### src/rtl/hall_pkg.sv
// Shared types and constants for the hall-sensor column timer.
package hall_pkg;
    localparam int PER_W = 32;

    typedef enum logic [1:0] {IDLE, MEAS, RUN, STALL} state_t;
endpackage

### src/rtl/hall_debounce.sv
// Hall input conditioning: 2-FF synchroniser, DEB_LEN-sample filter and
// falling-edge detector producing a one-cycle index pulse.
module hall_debounce #(
    parameter int DEB_LEN = 16
) (
    input  logic clk,
    input  logic rst_n,
    input  logic hall_raw,
    output logic index
);
    localparam int CW = $clog2(DEB_LEN + 1);

    logic          sync1;
    logic          sync2;
    logic          filt;
    logic [CW-1:0] run;

    // run counts consecutive synced samples that disagree with the filtered level
    always_ff @(posedge clk or negedge rst_n) begin
        if (!rst_n) begin
            sync1 <= 1'b1;
            sync2 <= 1'b1;
            filt  <= 1'b1;
            run   <= '0;
            index <= 1'b0;
        end else begin
            sync1 <= hall_raw;
            sync2 <= sync1;
            index <= 1'b0;
            if (sync2 == filt) begin
                run <= '0;
            end else if (run == CW'(DEB_LEN - 1)) begin
                run   <= '0;
                filt  <= sync2;
                index <= ~sync2;
            end else begin
                run <= run + CW'(1);
            end
        end
    end
endmodule

### src/rtl/hall_column_timer.sv
// Revolution period measurement and column strobe generation for the POV display.
// Optional HALL_OFFSET_EN rotates col_idx by COL_OFFSET.
module hall_column_timer
    import hall_pkg::*;
#(
    parameter int COLS_LOG2    = 8,
    parameter int DEB_LEN      = 16,
    parameter int MIN_PERIOD   = 100000,
    parameter int STALL_CYCLES = 200000000,
    parameter int COL_OFFSET   = 0
) (
    input  logic                 CLK_100M,
    input  logic                 RST_N,
    input  logic                 HAL249,
    output logic                 col_tick,
    output logic [COLS_LOG2-1:0] col_idx,
    output logic                 rev_tick,
    output logic [PER_W-1:0]     rev_period,
    output logic                 period_valid,
    output logic                 stalled
);
    localparam logic [PER_W:0]       MIN_P    = (PER_W + 1)'(MIN_PERIOD);
    localparam logic [PER_W-1:0]     STALL_P  = PER_W'(STALL_CYCLES);
    localparam logic [COLS_LOG2-1:0] LAST_COL = '1;
`ifdef HALL_OFFSET_EN
    localparam logic [COLS_LOG2-1:0] OFF = COLS_LOG2'(COL_OFFSET);
`else
    // rotation disabled: the offset contributes nothing
    localparam logic [COLS_LOG2-1:0] OFF = COLS_LOG2'(COL_OFFSET * 0);
`endif

    logic                 index;
    state_t               state;
    state_t               state_next;
    logic [PER_W-1:0]     cnt;
    logic [PER_W:0]       cnt_inc;
    logic                 len_ok;
    logic                 at_stall;
    logic [PER_W-1:0]     cp_raw;
    logic [PER_W-1:0]     cp_load;
    logic [PER_W-1:0]     col_period;
    logic [PER_W-1:0]     col_cnt;
    logic [COLS_LOG2-1:0] raw_idx;
    logic                 accept;
    logic                 restart;
    logic                 enter_stall;
    logic                 run_cols;

    hall_debounce #(.DEB_LEN(DEB_LEN)) u_deb (
        .clk     (CLK_100M),
        .rst_n   (RST_N),
        .hall_raw(HAL249),
        .index   (index)
    );

    assign cnt_inc  = {1'b0, cnt} + (PER_W + 1)'(1);
    assign len_ok   = (cnt_inc >= MIN_P);
    assign at_stall = (cnt == STALL_P);
    assign cp_raw   = cnt_inc[PER_W-1:0] >> COLS_LOG2;
    assign cp_load  = (cp_raw == '0) ? PER_W'(1) : cp_raw;

    always_ff @(posedge CLK_100M or negedge RST_N) begin
        if (!RST_N) state <= IDLE;
        else        state <= state_next;
    end

    // an acceptable index takes priority over reaching the stall limit
    always_comb begin
        state_next = state;
        case (state)
            IDLE:  if (index) state_next = MEAS;
            MEAS:  if (index && len_ok) state_next = RUN;
                   else if (at_stall)   state_next = STALL;
            RUN:   if (!(index && len_ok) && at_stall) state_next = STALL;
            STALL: if (index) state_next = MEAS;
            default: state_next = IDLE;
        endcase
    end

    always_comb begin
        accept      = 1'b0;
        restart     = 1'b0;
        enter_stall = 1'b0;
        run_cols    = 1'b0;
        case (state)
            IDLE, STALL: restart = index;
            MEAS, RUN: begin
                accept      = index && len_ok;
                enter_stall = !accept && at_stall;
                run_cols    = (state == RUN) && !accept && !enter_stall;
            end
            default: ;
        endcase
    end

    always_ff @(posedge CLK_100M or negedge RST_N) begin
        if (!RST_N) begin
            cnt          <= '0;
            rev_period   <= '0;
            col_period   <= '0;
            col_cnt      <= '0;
            raw_idx      <= '0;
            col_idx      <= '0;
            col_tick     <= 1'b0;
            rev_tick     <= 1'b0;
            period_valid <= 1'b0;
            stalled      <= 1'b0;
        end else begin
            col_tick <= 1'b0;
            rev_tick <= accept;

            if (accept || restart)  cnt <= '0;
            else if (!at_stall)     cnt <= cnt + PER_W'(1);

            if (restart)     stalled <= 1'b0;
            if (enter_stall) begin
                stalled      <= 1'b1;
                period_valid <= 1'b0;
            end

            if (accept) begin
                rev_period   <= cnt_inc[PER_W-1:0];
                col_period   <= cp_load;
                period_valid <= 1'b1;
                col_cnt      <= '0;
                raw_idx      <= '0;
                col_idx      <= OFF;
                col_tick     <= 1'b1;
            end else if (run_cols) begin
                // after the last column the slot counter keeps cycling silently
                if (col_cnt == col_period - PER_W'(1)) begin
                    col_cnt <= '0;
                    if (raw_idx != LAST_COL) begin
                        raw_idx  <= raw_idx + COLS_LOG2'(1);
                        col_idx  <= raw_idx + COLS_LOG2'(1) + OFF;
                        col_tick <= 1'b1;
                    end
                end else begin
                    col_cnt <= col_cnt + PER_W'(1);
                end
            end
        end
    end
endmodule

### config.mk
export PLATFORM = sky130hd
export DESIGN_NAME = hall_column_timer
export DESIGN_NICKNAME = d
export VERILOG_FILES = /design/src/rtl/hall_pkg.sv /design/src/rtl/hall_debounce.sv /design/src/rtl/hall_column_timer.sv
export SDC_FILE = /design/constraint.sdc
export NUM_CORES = 1
export LEC_CHECK = 0
export CORE_ASPECT_RATIO = 0.6
export CORE_UTILIZATION = 47
export CTS_BUF_LIST = sky130_fd_sc_hd__clkbuf_2 sky130_fd_sc_hd__clkbuf_4 sky130_fd_sc_hd__clkbuf_8
export DETAILED_ROUTE_END_ITERATION = 8
export GPL_TIMING_DRIVEN = 0
export PLACE_DENSITY = 0.68
export SETUP_SLACK_MARGIN = 0.3
export SYNTH_ARGS = -nofsm -noshare
export SYNTH_HDL_FRONTEND = slang
export SYNTH_SLANG_ARGS = --single-unit
### constraint.sdc
create_clock -name CLK_100M -period 3.4 [get_ports CLK_100M]
set_input_delay 1.02 -clock CLK_100M [delete_from_list [all_inputs] [get_ports CLK_100M]]
set_output_delay 1.02 -clock CLK_100M [all_outputs]
set_load 0.05 [all_outputs]
== After elaboration in Yosys (flattened, before gate mapping) ==
Index checks and enable logic that the tools add are counted.
Cells by class
  bitwise gates (word level): 2
  reductions and logical operators: 19
  multiplexer cells: 31
  divide/modulo/power cells: 0
  magnitude comparators: 1
  shifts and indexed selects: 0
  $add $sub $neg: 6
  eq/ne operators: 12
  $mul: 0
Operators by type and width (number)
  two-way mux 32 bit: 5
  adder 32 x 1 -> 32 bit (second input constant): 2
  adder 32 x 1 -> 33 bit (second input constant): 1
  greater-or-equal comparator 33 x 17 -> 1 bit (second input constant): 1
  equality test 32 x 28 -> 1 bit (second input constant): 1
  equality test 32 bit: 1
  zero test 32 bit: 1
  two-way mux 8 bit: 4
  subtractor 32 x 1 -> 32 bit (second input constant): 1
  two-way mux 24 bit: 1
  two-way mux 1 bit: 14
  two-way mux 5 bit: 2
  nonzero test 2 bit: 5
  adder 8 x 1 -> 8 bit (second input constant): 1
  two-way mux 2 bit: 4
  inequality test 8 bit (second input constant): 1
  case mux 2 bit (3 select lines): 1
  AND reduction 3 bit: 2
  adder 5 x 1 -> 5 bit (second input constant): 1
  equality test 5 x 4 -> 1 bit (second input constant): 1
  equality test 2 bit (second input constant): 2
  logical AND 1 bit: 4
  inequality test 2 x 1 -> 1 bit (second input constant): 2
  OR reduction 2 bit: 2
  9 further kinds: 11
Storage, ports and cells
  memories: 0
  latch bits: 0
  output and inout bits: 44
  register bits: 151
  word-level logic and storage cells: 86
  input port bits: 3
  bits in writable memories: 0
  memory bits (read-only): 0

== Longest topological paths before layout ==
Gate-level depths: netlist (run 1).
  word-level depth: 10
  mapped depth: 14
  depth with buffers taken out: 11

== Modules after synthesis ==
From an unflattened synthesis (run 1), not the netlist that was laid out.
Unflattened totals
  cells, all modules: 888
  area total of the unflattened synthesis: 8112.8 um^2
By module, submodules not included
  hall_column_timer: cells an instance 863, area each 7771.2 um^2, instances 1, sequential area each 3353.2 um^2
  hall_debounce: cells an instance 25, area each 341.6 um^2, instances 1, sequential area each 229.0 um^2

== Least setup slack after synthesis (run 1) ==
No wires, ideal clock.
  path type: register -> register
  start: reg col_period[12]
  end: reg raw_idx[6]
  setup slack: -0.077 ns
  data arrival time: 3.391 ns
  buffers on the path: 4
  setup time: 0.086 ns
  period minus slack after synthesis: 3.477 ns
  stages on the path, launching flop included: 14
  path through: dfrtp_1 buf_6 or4_4 or2_0 buf_2 or4_1 xnor2_1 nor4_1 o2111ai_1 or3_1 buf_2 buf_6 o31a_1 nor3_1
Between the ends
  longest elaborated chain between the ends: 4
Ends and longest elaborated chain
  start: declaration: line hall_column_timer.sv:41  | logic [PER_W-1:0] col_period;
  start signal: assignment: line hall_column_timer.sv:123  | col_period <= cp_load;
  subtractor 32 x 1 -> 32 bit: line hall_column_timer.sv:131  | if (col_cnt == col_period - PER_W'(1)) begin
  equality test 32 bit: line hall_column_timer.sv:131
  nonzero test 2 bit (no source line)
  AND reduction 3 bit (no source line)
  end signal: assignment: line hall_column_timer.sv:134  | raw_idx <= raw_idx + COLS_LOG2'(1);
  end: declaration: line hall_column_timer.sv:43  | logic [COLS_LOG2-1:0] raw_idx;
No other way between the ends.
A chain may end at the register's enable or synchronous reset.

== Worst setup path in the final report (run 1) ==
  start: reg cnt[0]
  end: reg rev_period[1]
Between the ends
  longest elaborated chain between the ends: 4
Ends and longest elaborated chain
  start: declaration: line hall_column_timer.sv:35  | logic [PER_W-1:0] cnt;
  start signal: assignment: line hall_column_timer.sv:113  | else if (!at_stall) cnt <= cnt + PER_W'(1);
  adder 32 x 1 -> 33 bit *: line hall_column_timer.sv:56  | assign cnt_inc = {1'b0, cnt} + (PER_W + 1)'(1);
  greater-or-equal comparator 33 x 17 -> 1 bit: line hall_column_timer.sv:57  | assign len_ok = (cnt_inc >= MIN_P);
  logical AND 1 bit: line hall_column_timer.sv:88  | accept = index && len_ok;
  two-way mux 1 bit: line hall_column_timer.sv:85  | case (state)
  end signal: assignment: line hall_column_timer.sv:122  | rev_period <= cnt_inc[PER_W-1:0];
  end: declaration: line hall_column_timer.sv:18  | output logic [PER_W-1:0] rev_period,
Mark *: on every way between the ends. The rest lies on a longest branch, timed or not.

==> results.yml, run 1 <==
outcome:
  status: "finished with violations"
  violations: "setup timing"
cts:
  clk_path_buf_depth: 2
  cts_buffers: 17
  h-tree-depth: 4
  clock-root-buffer: "clkbuf_8"
  cts_tree: "built"
  cts_sinks: 143
  insertion_delay_ps: 460
  path_clk_slew_ps: 100
  ctsHoldBuffers: 0
critical_path:
  crit_family: "buffers and inverters"
  startpoint_type: "register"
  crit_fanout: 6
  path_buf_inv: 7
  endpoint_kind: "register"
  rr_worst_depth: 15
  rrSetupSlack_ps: -270
  timing.rr.end: "rev_period[1]"
  critPathMostFrequentCell: "buf_6"
  slowest_delay_ps: 440
  setup.worst_path.start: "cnt[0]"
  crit_type: "register to register"
  cp_cell_sequence: "buf_6 -> nand4_1 -> buf_4 -> nor4_4 -> buf_4 -> a211oi_2 -> o311a_1 -> o22ai_1 -> and4b_1 -> buf_6 -> a311oi_4 -> buf_6 -> buf_6 -> buf_12 -> mux2_4"
  required_ps: 3760
  cp.depth: 15
  crit_path_end: "rev_period[1]"
  arrival_ps: 4030
  regToRegStartpoint: "cnt[0]"
  slowest_stage: "dfrtp_2"
yosys:
  synth_area_um2: 8290
  synth_xor_area_share_pct: 6.23
  yosysWarnings: 0
  async_flop_share_pct: 100
  ys_ff_latch: 143
  syn_avg_cell_area_um2: 8.80
  synthSimpleGateAreaFrac_pct: 27.6
  synth_top_family_by_area: "simple AND/OR/NAND/NOR gates"
  synthAdderAreaFrac_pct: 1.36
  synth_compound_area_share_pct: 15.4
  synth_fp_nets: 954
  synth_edf_count: 0
  synth_mux_area_share_pct: 1.15
  syn_inst: 942
  synth_flop_cell: "dfrtp_1"
  synth_cell_types: 67
  ys_seq_area_share_pct: 43.2
routing:
  wl_per_cell_um: 21.8
  drt-total-wl_um: 29600
  drc: 0
  ant_nets: 0
  drtPass1Iterations: 7
  vias: 8454
  first_iter_violations: 1110
  avgViaCountPerCell: 6.24
finish:
  layout.nets: 1120
  fillers: 1255
  areaGrowthSynthToFinish_pct: 44.0
  drive_gt1_share_pct: 31.2
  stdcell_area_um2: 11900
  diodes: 0
sta:
  report.final.slew_viol_count: 0
  setup_ws_ps: -270
  max-slew-margin-rel_pct: 44.6
  hold_viol: 0
  worstMarginPinSlew_ps: 824
  final.setup_skew_ps: 15.8
  final.setup.tns_ps: -18610
  setup_viol: 126
  rsz0062_at_grt: "yes"
  timing.final.crit_share_pct: 108
  max_freq_mhz: 273
  period_minus_slack_ps: 3670
floorplan:
  die_height_um: 105
  start_util_pct: 48.3
  die_w_um: 173
  fp.coreArea_um2: 17200
  io_pins: 47
  die_area_um2: 18200
  rows: 37
min_path:
  hp-class: "register to register"
placed_design:
  routabilityCongestion: 0.976
  place_hpwl_um: 18200
  placed_area_um2: 9180
  io_buffers: 46
grt:
  gr-total-overflow: 0
  track_usage_pct: 31.0
  grt_pass1_wl_um: 43400
  grt_max_degree: 97
  antenna_found_initial: 0
  grt_pass1_vias: 7625
power_and_ir_drop:
  ir_drop_mv: 0.293
  power_leakage_nw: 4.87
  p_per_area_nw_per_um2: 269
job:
  maxCapViolCount: 0
==> Yosys cell counts (all sizes together), types with 10 or more instances <==
master	number	area share [%]
xnor2	43	4.5
o21ai	28	1.7
nand4	26	2.0
or2	10	0.75
nor2	76	3.4
nand2	96	4.3
clkbuf	39	1.8
nand3b	11	1.0
and3	13	0.98
xor2	16	1.7
nand3	76	4.6
nor4	30	2.4
inv	25	1.1
o21a	49	4.4
a31oi	28	2.1
dfrtp	140	42
nor3	40	2.4
buf	32	2.2
a21oi	34	2.1
==> report_power, final <==
group          switching, mW  total (mW)  internal [mW]
combinational         0.0370      0.0463        0.00931
clock                  0.747        1.46          0.714
sequential           0.00307        1.71           1.70
total                  0.787        3.22           2.43
==> cell families after synthesis <==
group | after synthesis
and+or+nand+nor | 440
AOI/OAI and AO/OA | 186
DFF | 143
buffers and inverters | 96
xor gates and xnor gates | 59
muxes | 9
adders and majority gates | 9
==> worst min-delay path by stage <==
stage	depth (start not counted)	from	endpoint
after global routing	0	u_deb.sync1	u_deb.sync2
after detailed placement	0	u_deb.sync1	u_deb.sync2
final	0	u_deb.sync1	u_deb.sync2
after floorplan	0	u_deb.sync1	u_deb.sync2
after global placement	0	u_deb.sync1	u_deb.sync2
after CTS	0	u_deb.sync1	u_deb.sync2
==> sequential cells by signal (all words and copies together) (netlist names) <==
register,cells
rev_period,32
col_cnt,32
period_valid,1
u_deb.sync1,1
col_tick,1
raw_idx,8
u_deb.sync2,1
rev_tick,1
col_period,24
state,2
u_deb.run,5
stalled,1
u_deb.filt,1
cnt,32
u_deb.index,1
==> cell usage in the layout (no fill, tap or decap), types with 8 or more instances in the layout <==
master           count
dfrtp_1            134
nand2_1             73
nand3_1             66
buf_4               57
o21a_1              49
nor2_1              47
clkdlybuf4s50_1     45
buf_6               42
xnor2_1             40
nor3_1              32
nand4_1             26
a31oi_1             26
inv_1               25
nor2_4              24
a21oi_1             23
clkbuf_1            23
clkbuf_8            22
nand2_4             18
nor4_1              16
buf_8               15
xor2_1              13
o21ai_2             13
and3_1              12
buf_12              12
o21ai_0             11
nand3b_1            11
a21oi_2             11
buf_16               9
nand3_2              8
nor4_2               8
or3_1                8
ha_1                 8
==> layer usage <==
layer / global-route usage (%) / part of all wire [%] / vias to the layer above
met5: 0 / 0 / -
met4: 5.94 / 1.8 / 0
met3: 9.06 / 12 / 67
met2: 41.2 / 40 / 518
met1: 48.7 / 45 / 4126
li1: - / - / 3743
==> cell type report <==
| class | instances | area, um2 | share of cell area (%) |
|---|---|---|---|
| Buffer | 71 | 661 | 5.53 |
| Clock buffer | 21 | 277 | 2.32 |
| Clock inverter | 11 | 130 | 1.09 |
| Inverter | 25 | 93.8 | 0.786 |
| Multi-Input combinational cell | 703 | 5230 | 43.8 |
| Sequential cell | 143 | 3590 | 30.1 |
| Tap cell | 234 | 293 | 2.45 |
| Timing Repair Buffer | 147 | 1670 | 14.0 |
==> repair_timing <==
action,CTS,global route
gates resized for setup,217,141
pin swaps,22,45
cloned,11,4
buffers inserted,52,33
setup endpoints to repair,134,134
==> per-stage QoR <==
stage,power [mW],util (%),hold slack (ps),cells,worst slack [ps]
2_1_floorplan,1.75,-,345,942,10.2
5_1_grt,3.28,69.5,367,1355,-326
4_1_cts,3.21,64.4,361,1318,-110
6_report,3.22,69.5,360,1355,-270
3_5_place_dp,1.79,53.4,348,1223,-815
3_3_place_gp,1.79,53.3,347,1222,-4570
Note: power is estimated with default switching activity, not from simulation.
==> run 2: changes to the inputs <==
--- a/config.mk
+++ b/config.mk
@@ -5,7 +5,6 @@
 export SDC_FILE = /design/constraint.sdc
 export NUM_CORES = 1
 export LEC_CHECK = 0
-export CORE_ASPECT_RATIO = 0.6
 export CORE_UTILIZATION = 47
 export CTS_BUF_LIST = sky130_fd_sc_hd__clkbuf_2 sky130_fd_sc_hd__clkbuf_4 sky130_fd_sc_hd__clkbuf_8
 export DETAILED_ROUTE_END_ITERATION = 8
==> results.yml, run 2 (synthesized netlist as in run 1, its figures left out) <==
routing:
  first_iter_violations: 874
  routed-wl-met2_um: 12300
  avgViaCountPerCell: 6.22
  wl_per_cell_um: 20.4
  drt-total-wl_um: 27200
  routed.top_layer: "met4"
  wl_met3_um: 2310
  ant_nets: 0
  drc: 0
  drtPass1Iterations: 9
  vias: 8280
  wl_met1_um: 11400
grt:
  gr-total-overflow: 0
  track_usage_pct: 29.1
  grt_pass1_vias: 7476
  grt_pass1_wl_um: 40400
  antenna_found_initial: 0
  grt_max_degree: 91
sta:
  worstMarginPinSlew_ps: 1140
  report.final.slew_viol_count: 0
  setup_viol: 109
  timing.final.crit_share_pct: 106
  max_freq_mhz: 277
  hold_viol: 0
  final.setup_skew_ps: 11.2
  period_minus_slack_ps: 3610
  setup_ws_ps: -208
  rsz0062_at_grt: "yes"
  final.setup.tns_ps: -9080
  max-slew-margin-rel_pct: 23.2
power_and_ir_drop:
  power_mw: 3.21
  p_per_area_nw_per_um2: 273
  ir_drop_mv: 0.245
  power_leakage_nw: 4.76
job:
  maxCapViolCount: 0
floorplan:
  rows: 48
  io_pins: 47
  die_height_um: 135
  fp.coreArea_um2: 17200
  start_util_pct: 48.1
  die_area_um2: 18200
  die_w_um: 135
cts:
  path_clk_slew_ps: 90
  h-tree-depth: 4
  insertion_delay_ps: 470
  clock-root-buffer: "clkbuf_8"
  cts_tree: "built"
  cts_buffers: 17
  cts_sinks: 143
  clk_path_buf_depth: 2
outcome:
  status: "finished with violations"
  violations: "setup timing"
critical_path:
  arrival_ps: 3970
  crit_fanout: 7
  slowest_stage: "or3b_2"
  slowest_delay_ps: 510
  crit_family: "simple AND/OR/NAND/NOR gates"
  endpoint_kind: "register"
  cp_cell_sequence: "inv_2 -> ha_2 -> or3b_2 -> o41ai_1 -> o2111ai_1 -> nor4_2 -> o2111ai_2 -> or3_1 -> buf_6 -> buf_12 -> nor4_2 -> nor3_2"
  crit_type: "register to register"
  startpoint_type: "register"
  cp.depth: 12
  rr_worst_depth: 12
  required_ps: 3760
  critPathMostFrequentCell: "nor4_2"
  path_buf_inv: 3
finish:
  areaGrowthSynthToFinish_pct: 41.7
  drive_gt1_share_pct: 30.1
  layout.nets: 1106
  layout_common_cells: "133 x dfrtp_1, 70 x nand2_1, 68 x nand3_1"
  final_common_cell: "dfrtp_1"
  diodes: 0
  largest_registers: "cnt (32), col_cnt (32), rev_period (32)"
placed_design:
  place_hpwl_um: 16100
  io_buffers: 46
  detailedPlace.worstSlack_ps: -561
  routabilityCongestion: 0.924
min_path:
  holdPathStages: 0
  hp-class: "register to register"
-- run 2: area by class of cell --
class                   count  area [um2]
fillers                  1265        5480
multi-input cells         703        5210
flip-flops and latches    143        3590
repair buffers            133        1500
plain buffers              71         669
well taps                 225         282
clock buffers              19         249
clock inverters            13         163
inverters                  25        93.8
-- run 2: worst paths after layout --
path                          startpoint              to  slack, ps
setup / recovery           col_period[0]      raw_idx[6]       -210
hold / removal               u_deb.sync1     u_deb.sync2        370
setup reg to reg           col_period[0]      raw_idx[6]       -210
hold reg to reg              u_deb.sync1     u_deb.sync2        370
max in group asynchronous          RST_N      u_deb.filt       2040
min in group asynchronous          RST_N  rev_period[15]        510
-- run 2: routing by layer --
| metal | GRT usage (%) | vias up |
|---|---|---|
| met5 | 0 | - |
| met4 | 11.5 | 0 |
| met3 | 5.78 | 118 |
| met2 | 45.2 | 432 |
| met1 | 39.9 | 4008 |
| li1 | - | 3722 |
-- run 2: timing repair --
| item | 4_1_cts | 5_1_grt |
|---|---|---|
| pin swaps | 51 | 29 |
| setup endpoints to repair | 134 | 134 |
| gates resized for setup | 226 | 102 |
| cloned | 10 | 4 |
| hold buffers | 0 | 0 |
| buffers inserted | 53 | 19 |
| hold endpoints to repair | 0 | 0 |
-- run 2: stage by stage --
stage	instances	area (um2)	hold WS, ps	utilization, %
after floorplan	942	8400	345	-
after detailed placement	1214	9170	349	53.2
after global routing	1332	11800	379	68.2
after CTS	1309	11100	368	64.2
final	1332	11800	369	68.2
after global placement	1213	9140	347	53.0
-- run 2: where the power goes --
group	leakage, nW	switching [mW]	internal, mW
sequential	1.96	0.00284	1.70
clock	0.203	0.718	0.743
combinational	2.59	0.0374	0.00934
total	4.76	0.758	2.46
